**config.mk**
```make
export PLATFORM = sky130hd
export DESIGN_NAME = vga_text_pixel_source
export DESIGN_NICKNAME = d
export VERILOG_FILES = /design/src/rtl/vga_text_pixel_source.sv
export SDC_FILE = /design/constraint.sdc
export NUM_CORES = 1
export LEC_CHECK = 0
export ABC_AREA = 1
export CORE_MARGIN = 2
export CORE_UTILIZATION = 54
export DETAILED_ROUTE_END_ITERATION = 7
export DONT_BUFFER_PORTS = 1
export PLACE_DENSITY = 0.68
export SLEW_MARGIN = 15
export SYNTH_ARGS = -nofsm -noshare
export SYNTH_HDL_FRONTEND = slang
export SYNTH_SLANG_ARGS = --single-unit
```
**constraint.sdc**
```tcl
create_clock -name clk -period 5.85 [get_ports clk]
set_input_delay 1.17 -clock clk [delete_from_list [all_inputs] [get_ports clk]]
set_output_delay 1.17 -clock clk [all_outputs]
set_load 0.05 [all_outputs]
```
**src/rtl/vga_text_pixel_source.sv**
```systemverilog
// Text-mode pixel source: character RAM -> font ROM -> palette.
// Four-stage request pipeline with a blinking hardware cursor.
`timescale 1ns/1ps
module vga_text_pixel_source #(
  parameter int BLINK_FRAMES = 30
) (
  input  logic        clk,
  input  logic        rst_n,
  input  logic        req,
  input  logic [8:0]  row,
  input  logic [9:0]  column,
  output logic [7:0]  pixel_data,
  output logic [12:0] char_addr,
  input  logic [15:0] char_data,
  output logic [10:0] glyph_addr,
  input  logic [7:0]  glyph_data,
  input  logic        cfg_we,
  input  logic [4:0]  cfg_addr,
  input  logic [7:0]  cfg_wdata
);

  localparam logic [7:0] LastFrame = 8'(BLINK_FRAMES - 1);

  logic [7:0]  palette [16];
  logic [6:0]  curCol;
  logic [5:0]  curRow;
  logic        curEn;
  logic [7:0]  frameCnt;
  logic        blinkPhase;

  logic        v0, v1, v2, v3;
  logic [2:0]  rowLo0, rowLo1;
  logic [2:0]  colLo0, colLo1, colLo2, colLo3;
  logic        inRange0, inRange1, inRange2, inRange3;
  logic        hit0, hit1;
  logic [3:0]  fg2, bg2, fg3, bg3;

  logic [12:0] cellRow;
  logic [12:0] cellAddr;
  logic        frameStart;
  logic        swap;
  logic [2:0]  bitSel;
  logic [3:0]  palIdx;

  // 80 cells per text row: r*64 + r*16 + c, kept at full 13 bits
  assign cellRow    = {7'd0, row[8:3]};
  assign cellAddr   = (cellRow << 6) + (cellRow << 4)
                    + {6'd0, column[9:3]};
  assign frameStart = req && (row == 9'd0) && (column == 10'd0);
  assign swap       = hit1 && curEn && blinkPhase;
  assign bitSel     = 3'd7 - colLo3;
  assign palIdx     = glyph_data[bitSel] ? fg3 : bg3;

  // Configuration writes: palette, cursor position and enable
  always_ff @(posedge clk) begin
    if (!rst_n) begin
      for (int i = 0; i < 15; i++) palette[i] <= 8'h00;
      palette[15] <= 8'hFF;
      curCol      <= '0;
      curRow      <= '0;
      curEn       <= 1'b0;
    end else if (cfg_we) begin
      unique case (1'b1)
        !cfg_addr[4]:        palette[cfg_addr[3:0]] <= cfg_wdata;
        cfg_addr == 5'd16:   curCol <= cfg_wdata[6:0];
        cfg_addr == 5'd17:   curRow <= cfg_wdata[5:0];
        cfg_addr == 5'd18:   curEn  <= cfg_wdata[0];
        default: ;
      endcase
    end
  end

  // Frame counter advances on frame-start requests and drives the blink
  always_ff @(posedge clk) begin
    if (!rst_n) begin
      frameCnt   <= '0;
      blinkPhase <= 1'b0;
    end else if (frameStart) begin
      if (frameCnt == LastFrame) begin
        frameCnt   <= '0;
        blinkPhase <= ~blinkPhase;
      end else begin
        frameCnt <= frameCnt + 8'd1;
      end
    end
  end

  // Stage 0: issue character RAM address and capture request sidebands
  always_ff @(posedge clk) begin
    if (!rst_n) begin
      v0        <= 1'b0;
      char_addr <= '0;
      rowLo0    <= '0;
      colLo0    <= '0;
      inRange0  <= 1'b0;
      hit0      <= 1'b0;
    end else begin
      v0 <= req;
      if (req) begin
        char_addr <= cellAddr;
        rowLo0    <= row[2:0];
        colLo0    <= column[2:0];
        inRange0  <= (row < 9'd480) && (column < 10'd640);
        hit0      <= (row[8:3] == curRow) && (column[9:3] == curCol);
      end
    end
  end

  // Stage 1: character RAM read in flight
  always_ff @(posedge clk) begin
    if (!rst_n) begin
      v1       <= 1'b0;
      rowLo1   <= '0;
      colLo1   <= '0;
      inRange1 <= 1'b0;
      hit1     <= 1'b0;
    end else begin
      v1       <= v0;
      rowLo1   <= rowLo0;
      colLo1   <= colLo0;
      inRange1 <= inRange0;
      hit1     <= hit0;
    end
  end

  // Stage 2: issue font ROM address, latch colours, apply cursor swap
  always_ff @(posedge clk) begin
    if (!rst_n) begin
      v2         <= 1'b0;
      glyph_addr <= '0;
      colLo2     <= '0;
      inRange2   <= 1'b0;
      fg2        <= '0;
      bg2        <= '0;
    end else begin
      v2       <= v1;
      colLo2   <= colLo1;
      inRange2 <= inRange1;
      if (v1) begin
        glyph_addr <= {char_data[7:0], rowLo1};
        fg2        <= swap ? char_data[11:8]  : char_data[15:12];
        bg2        <= swap ? char_data[15:12] : char_data[11:8];
      end
    end
  end

  // Stage 3: font ROM read in flight
  always_ff @(posedge clk) begin
    if (!rst_n) begin
      v3       <= 1'b0;
      colLo3   <= '0;
      inRange3 <= 1'b0;
      fg3      <= '0;
      bg3      <= '0;
    end else begin
      v3       <= v2;
      colLo3   <= colLo2;
      inRange3 <= inRange2;
      fg3      <= fg2;
      bg3      <= bg2;
    end
  end

  // Output: palette lookup, blanked outside the visible area
  always_ff @(posedge clk) begin
    if (!rst_n) begin
      pixel_data <= 8'h00;
    end else if (v3) begin
      pixel_data <= inRange3 ? palette[palIdx] : 8'h00;
    end
  end

endmodule
```
==> metrics.csv, run 1 <==
metric;value;unit
reg2reg_depth;12;
starting_density;55.3;%
worst-setup-path-type;primary input to flop;
worst_endpoint_required_time;6270;ps
r2r-end;pixel_data[3];
detail_route.first_pass.iterations;8;
setup.worst_path.start;glyph_data[4];
failed_checks;design-rule violations;
period_minus_slack;3380;ps
critPathLaunchType;primary input;
fp.coreArea;18100;µm²
ctsHtreeMaxLevel;1;
route.final.wire_length;24700;µm
synth.cell_area;9990;µm²
dieArea;19600;µm²
detail-route-antenna-nets;0;
numPlacedInstances;1303;
cp.arrival;3800;ps
grt_start_max_net_pins;77;
floorplan.die.height;140;µm
area.sequential;5830;µm²
power.static_leakage;0.00442;µW
placement.io_buffers;0;
first_global_vias;7344;
detailed_place_hpwl;16000;µm
rsz0062_at_grt;false;
syn2layout_area_growth;7.57;%
overflow;0;
postCtsSetupBuffers;0;
synth.area.mux_share;0;%
crit_fanout;44;
grt_pass1_wl;39000;µm
wl_per_cell;18.3;µm
finish.cell_count_without_fillers;1345;
row_count;49;
achievable-frequency;296;MHz
global_placer_s_final_weighted_congestion;0.862;
setup_tns;0;ps
ctsHoldBuffers;0;
chipWidth;140;µm
post_synth_inst_count;1124;
nets;1175;
ys_warn_count;0;
rr_startpoint;colLo3[0];
timing.hold.worst.class;flop to flop;
post-route-period-util;57.8;%
initial_antenna_violation_count;0;
endpoint_kind;flop;
post-synth-top-area-cell;sky130_fd_sc_hd__edfxtp_1;
netlist.area_leader.share;38.5;%
tritoncts;yes;
yosys_most_used_dff;sky130_fd_sc_hd__edfxtp_1;
setup_viol_count_final;0;
synth-edff-count;128;
power.ir.vdd_worst;0.000289;V
routed-via-count;7634;
synth_top_family_by_area;simple AND/OR/NAND/NOR gates;
status;finished, violations left;
max_cap_viol_count;0;
timing.final.hold_violations;0;
tritoncts_num_sinks;227;
final.setup_skew;8.25;ps
post-route-drc-count;3;
share_of_post_route_cells_with_drive_strength_above_1;4.66;%
syn_area_per_cell;8.89;µm²
power.density_cell_area;324;nW/µm²
clock-root-buffer;sky130_fd_sc_hd__clkbuf_16;
max-clock-path-buffers;3;
post_synth_xor_area_fraction;0.789;%
preCtsSetupSlack;1990;ps
yosys.area_share.adder;2.03;%
yosys_register_bits;227;
drt-vias-per-instance;5.68;
async_flop_share;0;%
tightest_slew_margin_relative_to_the_limit;27.1;%
dr.first_iter.drc_count;769;
multi_input_area;3470;µm²
yosys.cell_types.count;39;
synth-simple-area-share;25.4;%
post_cts_resized;0;
worst_skew_pair.late_latency;520;ps
synth.area.top_cells;sky130_fd_sc_hd__edfxtp_1, sky130_fd_sc_hd__dfxtp_1, sky130_fd_sc_hd__nand3_1, sky130_fd_sc_hd__nand2_1, sky130_fd_sc_hd__nor2_1;
floorplan.io_pins;92;
globalRouteTotalUtil;25.0;%
cts_inserted_buffers;24;
setup.worst_path.end;pixel_data[3];
fillers;1565;
timing_max_transition_violations_final;0;
area_fraction_in_compound_gates_after_synthesis;6.53;%
yosysSeqAreaShare;58.3;%
r2r_setup_slk;2670;ps
fin_ws;2470;ps
antenna_fix_cells;0;
max_slew.worst_pin.slew;1090;ps
cts.clk_slew.worst_paths;60;ps
syn-num-nets;1199;
[metal layers]
layer	track usage (%)	part of all wire, %
met1	33.6	41
met5	0	0
met3	6.46	10
met4	5.95	1.9
met2	41.0	47
[cells by family (layout without fill, tap and decap cells)]
logic type                 after synthesis  in the layout
and+or+nand+nor                        597            597
xor gates and xnor gates                 9              9
AOI/OAI and AO/OA                      115            115
DFF                                    227            227
buffers and inverters                  161            153
adders and majority gates               15             15
[power breakdown]
group	switching (µW)	internal [µW]	total, µW
Sequential	69.0	1760	1830
Clock	604	824	1430
Combinational	158	66.7	225
[final cells by class]
class	count	share of cell area, %
repair buffers	1	0.0698
well taps	229	2.66
inverters	110	3.84
clock inverters	6	0.442
flip-flops and latches	227	54.2
multi-input cells	736	32.3
clock buffers	36	6.48
[how the worst min path moves through the flow]
stage | slack, ps | depth (start not counted) | endpoint | startpoint
6_report | 410 | 2 | v1 | v0
3_3_place_gp | 400 | 2 | colLo2[1] | colLo1[1]
5_1_grt | 430 | 2 | colLo2[1] | colLo1[1]
3_5_place_dp | 400 | 2 | colLo2[0] | colLo1[0]
2_1_floorplan | 390 | 2 | colLo2[0] | colLo1[0]
4_1_cts | 410 | 2 | colLo2[0] | colLo1[0]
[sequential cells by signal, summed over array words and instances (netlist names), 3 cells and up]
| register | count |
|---|---|
| palette | 128 |
| char_addr | 13 |
| glyph_addr | 11 |
| frameCnt | 8 |
| pixel_data | 8 |
| curCol | 7 |
| curRow | 6 |
| bg2 | 4 |
| bg3 | 4 |
| fg2 | 4 |
| fg3 | 4 |
| colLo0 | 3 |
| colLo1 | 3 |
| colLo2 | 3 |
| colLo3 | 3 |
| rowLo0 | 3 |
| rowLo1 | 3 |
[metrics by stage]
| step | total power (µW) | instance area, µm² | util (%) | hold WS [ps] |
|---|---|---|---|---|
| 6_report | 3480 | 10800 | 59.4 | 408 |
| 2_1_floorplan | 2030 | 9990 | - | 390 |
| 5_1_grt | 3600 | 10800 | 59.4 | 429 |
| 3_3_place_gp | 2080 | 10000 | 55.3 | 395 |
| 3_5_place_dp | 2080 | 10000 | 55.3 | 398 |
| 4_1_cts | 3500 | 10800 | 59.4 | 411 |
[synthesized netlist by cell type (all sizes together), types with 7 or more instances]
cell	number
clkbuf	26
ha	13
buf	25
a21oi	39
o22ai	17
nand2	212
o21ai	46
nor2	190
edfxtp	128
nand3	180
nor3	7
dfxtp	99
inv	108
[placed cells by master (no fill, tap or decap), types with 2 or more instances in the layout]
| cell | count |
|---|---|
| sky130_fd_sc_hd__nand2_1 | 206 |
| sky130_fd_sc_hd__nor2_1 | 190 |
| sky130_fd_sc_hd__nand3_1 | 178 |
| sky130_fd_sc_hd__edfxtp_1 | 128 |
| sky130_fd_sc_hd__inv_1 | 102 |
| sky130_fd_sc_hd__dfxtp_1 | 99 |
| sky130_fd_sc_hd__o21ai_0 | 44 |
| sky130_fd_sc_hd__a21oi_1 | 39 |
| sky130_fd_sc_hd__clkbuf_16 | 24 |
| sky130_fd_sc_hd__o22ai_1 | 17 |
| sky130_fd_sc_hd__ha_1 | 13 |
| sky130_fd_sc_hd__nor3_1 | 6 |
| sky130_fd_sc_hd__inv_2 | 6 |
| sky130_fd_sc_hd__clkbuf_1 | 6 |
| sky130_fd_sc_hd__xnor2_1 | 5 |
| sky130_fd_sc_hd__clkbuf_8 | 5 |
| sky130_fd_sc_hd__clkinv_1 | 4 |
| sky130_fd_sc_hd__o32ai_1 | 4 |
| sky130_fd_sc_hd__xor2_1 | 4 |
| sky130_fd_sc_hd__nand2_4 | 3 |
| sky130_fd_sc_hd__nand2_2 | 3 |
| sky130_fd_sc_hd__nor4_1 | 3 |
| sky130_fd_sc_hd__nand4_1 | 3 |
| sky130_fd_sc_hd__nand3_2 | 2 |
| sky130_fd_sc_hd__and3_1 | 2 |
| sky130_fd_sc_hd__o211ai_1 | 2 |
| sky130_fd_sc_hd__fa_1 | 2 |
[critical path, cell delays in order]
cell and delay (ps):
sky130_fd_sc_hd__inv_1 20, sky130_fd_sc_hd__nand2_1 40, sky130_fd_sc_hd__nand3_1 80, sky130_fd_sc_hd__nand3_2 130, sky130_fd_sc_hd__nand3_1 770, sky130_fd_sc_hd__nand2_4 840, sky130_fd_sc_hd__nand2_1 110, sky130_fd_sc_hd__nand3_1 90
sky130_fd_sc_hd__nand3_1 130, sky130_fd_sc_hd__nand3_1 170, sky130_fd_sc_hd__nand3_1 90, sky130_fd_sc_hd__a21oi_1 130
(Power assumes the default switching activity.)
==> inputs of run 2 (changes only) <==
PLACE_DENSITY = 0.71   (was 0.68)
clock period = 3.05 ns   (was 5.85 ns; I/O delays follow)
==> run 2 against run 1 <==
Net effect: the run now ends clean; cell area up 1.7%; combinational power up 100%; setup slack worse by 1600 ps; largest cell class unchanged; largest power group unchanged.
==> metrics.csv, run 2 (synthesis gave the netlist of run 1 again) <==
metric;value;unit;change
row_count;49;;unchanged
fin_ws;835;ps;-1640 ps
worst_endpoint_required_time;3430;ps;-2840 ps
cpPeakStageDelay;400;ps;-440 ps
detailed_place_hpwl;16200;µm;+0.88%
max_reg_flops;128;;unchanged
power.ir.vdd_worst;0.000638;V;+120%
finalHoldWorstSlack;176;ps;-232 ps
min_delay_worst_endpoint;char_addr[3];;
hold_path_depth;1;;-1
setup_viol_count_final;0;;unchanged
cp.arrival;2590;ps;-1210 ps
post-route-drc-count;0;;-3
timing.hold.worst.class;primary input to flop;;
hold_path_startpoint;req;;
timing.final.hold_violations;0;;unchanged
post_cts_resized;0;;unchanged
met3_usage_grt;6.39;%;-0.068 points
grtUsageMet1;33.2;%;-0.42 points
dieArea;19600;µm²;unchanged
initial_antenna_violation_count;0;;unchanged
syn2layout_area_growth;9.44;%;
r2r-end;pixel_data[6];;
globalRouteTotalUtil;24.8;%;-0.13 points
drt-vias-per-instance;5.68;;+0.13%
power.static_leakage;0.00452;µW;+2.3%
wl_per_cell;17.9;µm;-2.6%
first_global_vias;7627;;+3.9%
setup_tns;0;ps;unchanged
rr_startpoint;colLo3[0];;
postCtsSetupBuffers;0;;unchanged
global_route.peak_usage_layer;met2;;
achievable-frequency;451;MHz;
largest-register;palette;;
max_slew.worst_pin.slew;806;ps;-284 ps
starting_density;55.3;%;unchanged
detail_route.first_pass.iterations;7;;-1
final.setup_skew;17.7;ps;+9.49 ps
fillers;1538;;-1.7%
share_of_post_route_cells_with_drive_strength_above_1;5.97;%;+1.3 points
tritoncts;yes;;
post-route-period-util;72.6;%;
ctsHtreeMaxLevel;1;;unchanged
status;finished, final reports clean;;
detail-route-antenna-nets;0;;unchanged
grt_pass1_wl;39100;µm;+0.46%
period_minus_slack;2220;ps;
critPathLaunchType;flop;;
floorplan.die.height;140;µm;unchanged
rsz0062_at_grt;false;;
crit_fanout;27;;-39%
fp.coreArea;18100;µm²;unchanged
placement.io_buffers;0;;unchanged
floorplan.io_pins;92;;unchanged
cts.clk_slew.worst_paths;60;ps;about the same
power.density_cell_area;620;nW/µm²;+92%
cp_common_cell;sky130_fd_sc_hd__nand3_1;;
max_cap_viol_count;0;;unchanged
worst-setup-path-type;flop to flop;;
cts_inserted_buffers;24;;unchanged
grt_start_max_net_pins;77;;unchanged
most-common-layout-cells;sky130_fd_sc_hd__nand2_1, sky130_fd_sc_hd__nor2_1, sky130_fd_sc_hd__nand3_1, sky130_fd_sc_hd__edfxtp_1, sky130_fd_sc_hd__inv_1;;
r2r_setup_slk;830;ps;-1840 ps
clock-root-buffer;sky130_fd_sc_hd__clkbuf_16;;
antenna_fix_cells;0;;unchanged
global_placer_s_final_weighted_congestion;0.872;;+1.2%
ctsHoldBuffers;0;;unchanged
nets;1196;;+1.8%
reg2reg_depth;13;;+1
endpoint_kind;flop;;
cp_slowest_cell;sky130_fd_sc_hd__dfxtp_1;;
layout_commonest_cell;sky130_fd_sc_hd__nand2_1;;
route.final.wire_length;24400;µm;-0.90%
timing_max_transition_violations_final;0;;unchanged
largest_registers;palette: 128 flops, char_addr: 13 flops, glyph_addr: 11 flops;;
overflow;0;;unchanged
chipWidth;140;µm;unchanged
worst_skew_pair.late_latency;520;ps;about the same
met2_usage;40.6;%;-0.41 points
max-clock-path-buffers;3;;unchanged
dr.first_iter.drc_count;837;;+8.8%
tightest_slew_margin_relative_to_the_limit;46.2;%;+19 points
crit_path_cell_trace;inv_2 -> nand2_1 -> nand3_1 -> nand3_2 -> nand2_4 -> nand2_1 -> nand2_2 -> inv_2 -> nand3_1 -> nand3_1 -> nand3_1 -> nand3_1 -> a21oi_1;;
preCtsSetupSlack;390;ps;-1600 ps
routed-via-count;7775;;+1.8%
tritoncts_num_sinks;227;;unchanged
## run 2: changes by cell type in the layout (fill, tap and decap cells not counted)
cell / change
sky130_fd_sc_hd__buf_12: +1
sky130_fd_sc_hd__buf_4: +20
sky130_fd_sc_hd__bufinv_16: +2
sky130_fd_sc_hd__clkbuf_1: +4
sky130_fd_sc_hd__clkbuf_2: -1
sky130_fd_sc_hd__clkbuf_8: -3
sky130_fd_sc_hd__clkinv_1: +3
sky130_fd_sc_hd__clkinv_2: -1
sky130_fd_sc_hd__clkinvlp_4: -1
sky130_fd_sc_hd__inv_8: -1
## run 2: final cells by class
| class | instances | area [µm²] | area share [%] |
|---|---|---|---|
| multi-input cells | 736 | 3470 | 31.8 |
| clock inverters | 8 | 95.1 | 0.869 |
| inverters | 110 | 413 | 3.77 |
| flip-flops and latches | 227 | 5830 | 53.3 |
| repair buffers | 22 | 178 | 1.62 |
| well taps | 229 | 287 | 2.62 |
| clock buffers | 36 | 666 | 6.09 |
## run 2: worst max-delay path: cells and delay by family (launching register included)
kind                   cells  cell delay, ps
and+or+nand+nor           10            1130
buffers and inverters      2             470
DFF                        1             400
AOI/OAI and AO/OA          1              70
## run 2: how the worst max path moves through the flow
| stage | cells after the start | to | slack [ps] | start |
|---|---|---|---|---|
| 3_3_place_gp | 11 | char_addr[11] | 450 | row[5] |
| 5_1_grt | 14 | pixel_data[0] | 600 | colLo3[0] |
| 2_1_floorplan | 11 | char_addr[11] | 550 | row[3] |
| 6_report | 13 | pixel_data[6] | 830 | colLo3[0] |
| 3_5_place_dp | 11 | char_addr[11] | 390 | row[3] |
| 4_1_cts | 14 | pixel_data[0] | 820 | colLo3[0] |
## run 2: routing by layer
layer / share of wire (%) / up-vias
met5: 0 / -
met4: 2.5 / 0
met3: 9.9 / 51
met2: 47 / 362
met1: 41 / 3619
li1: - / 3743
## run 2: per-stage QoR
stage	std cells	power [µW]	instance area [µm²]	utilization [%]
3_5_place_dp	1324	4020	10200	56.3
6_report	1368	6780	10900	60.5
5_1_grt	1368	6990	10900	60.5
3_3_place_gp	1324	4000	10200	56.3
2_1_floorplan	1124	3900	9990	-
4_1_cts	1368	6800	10900	60.5
## run 2: power by group
part | total, µW | internal, µW | switching, µW
Clock | 2820 | 1670 | 1150
Sequential | 3500 | 3370 | 132
Combinational | 455 | 143 | 312
Total | 6780 | 5190 | 1590
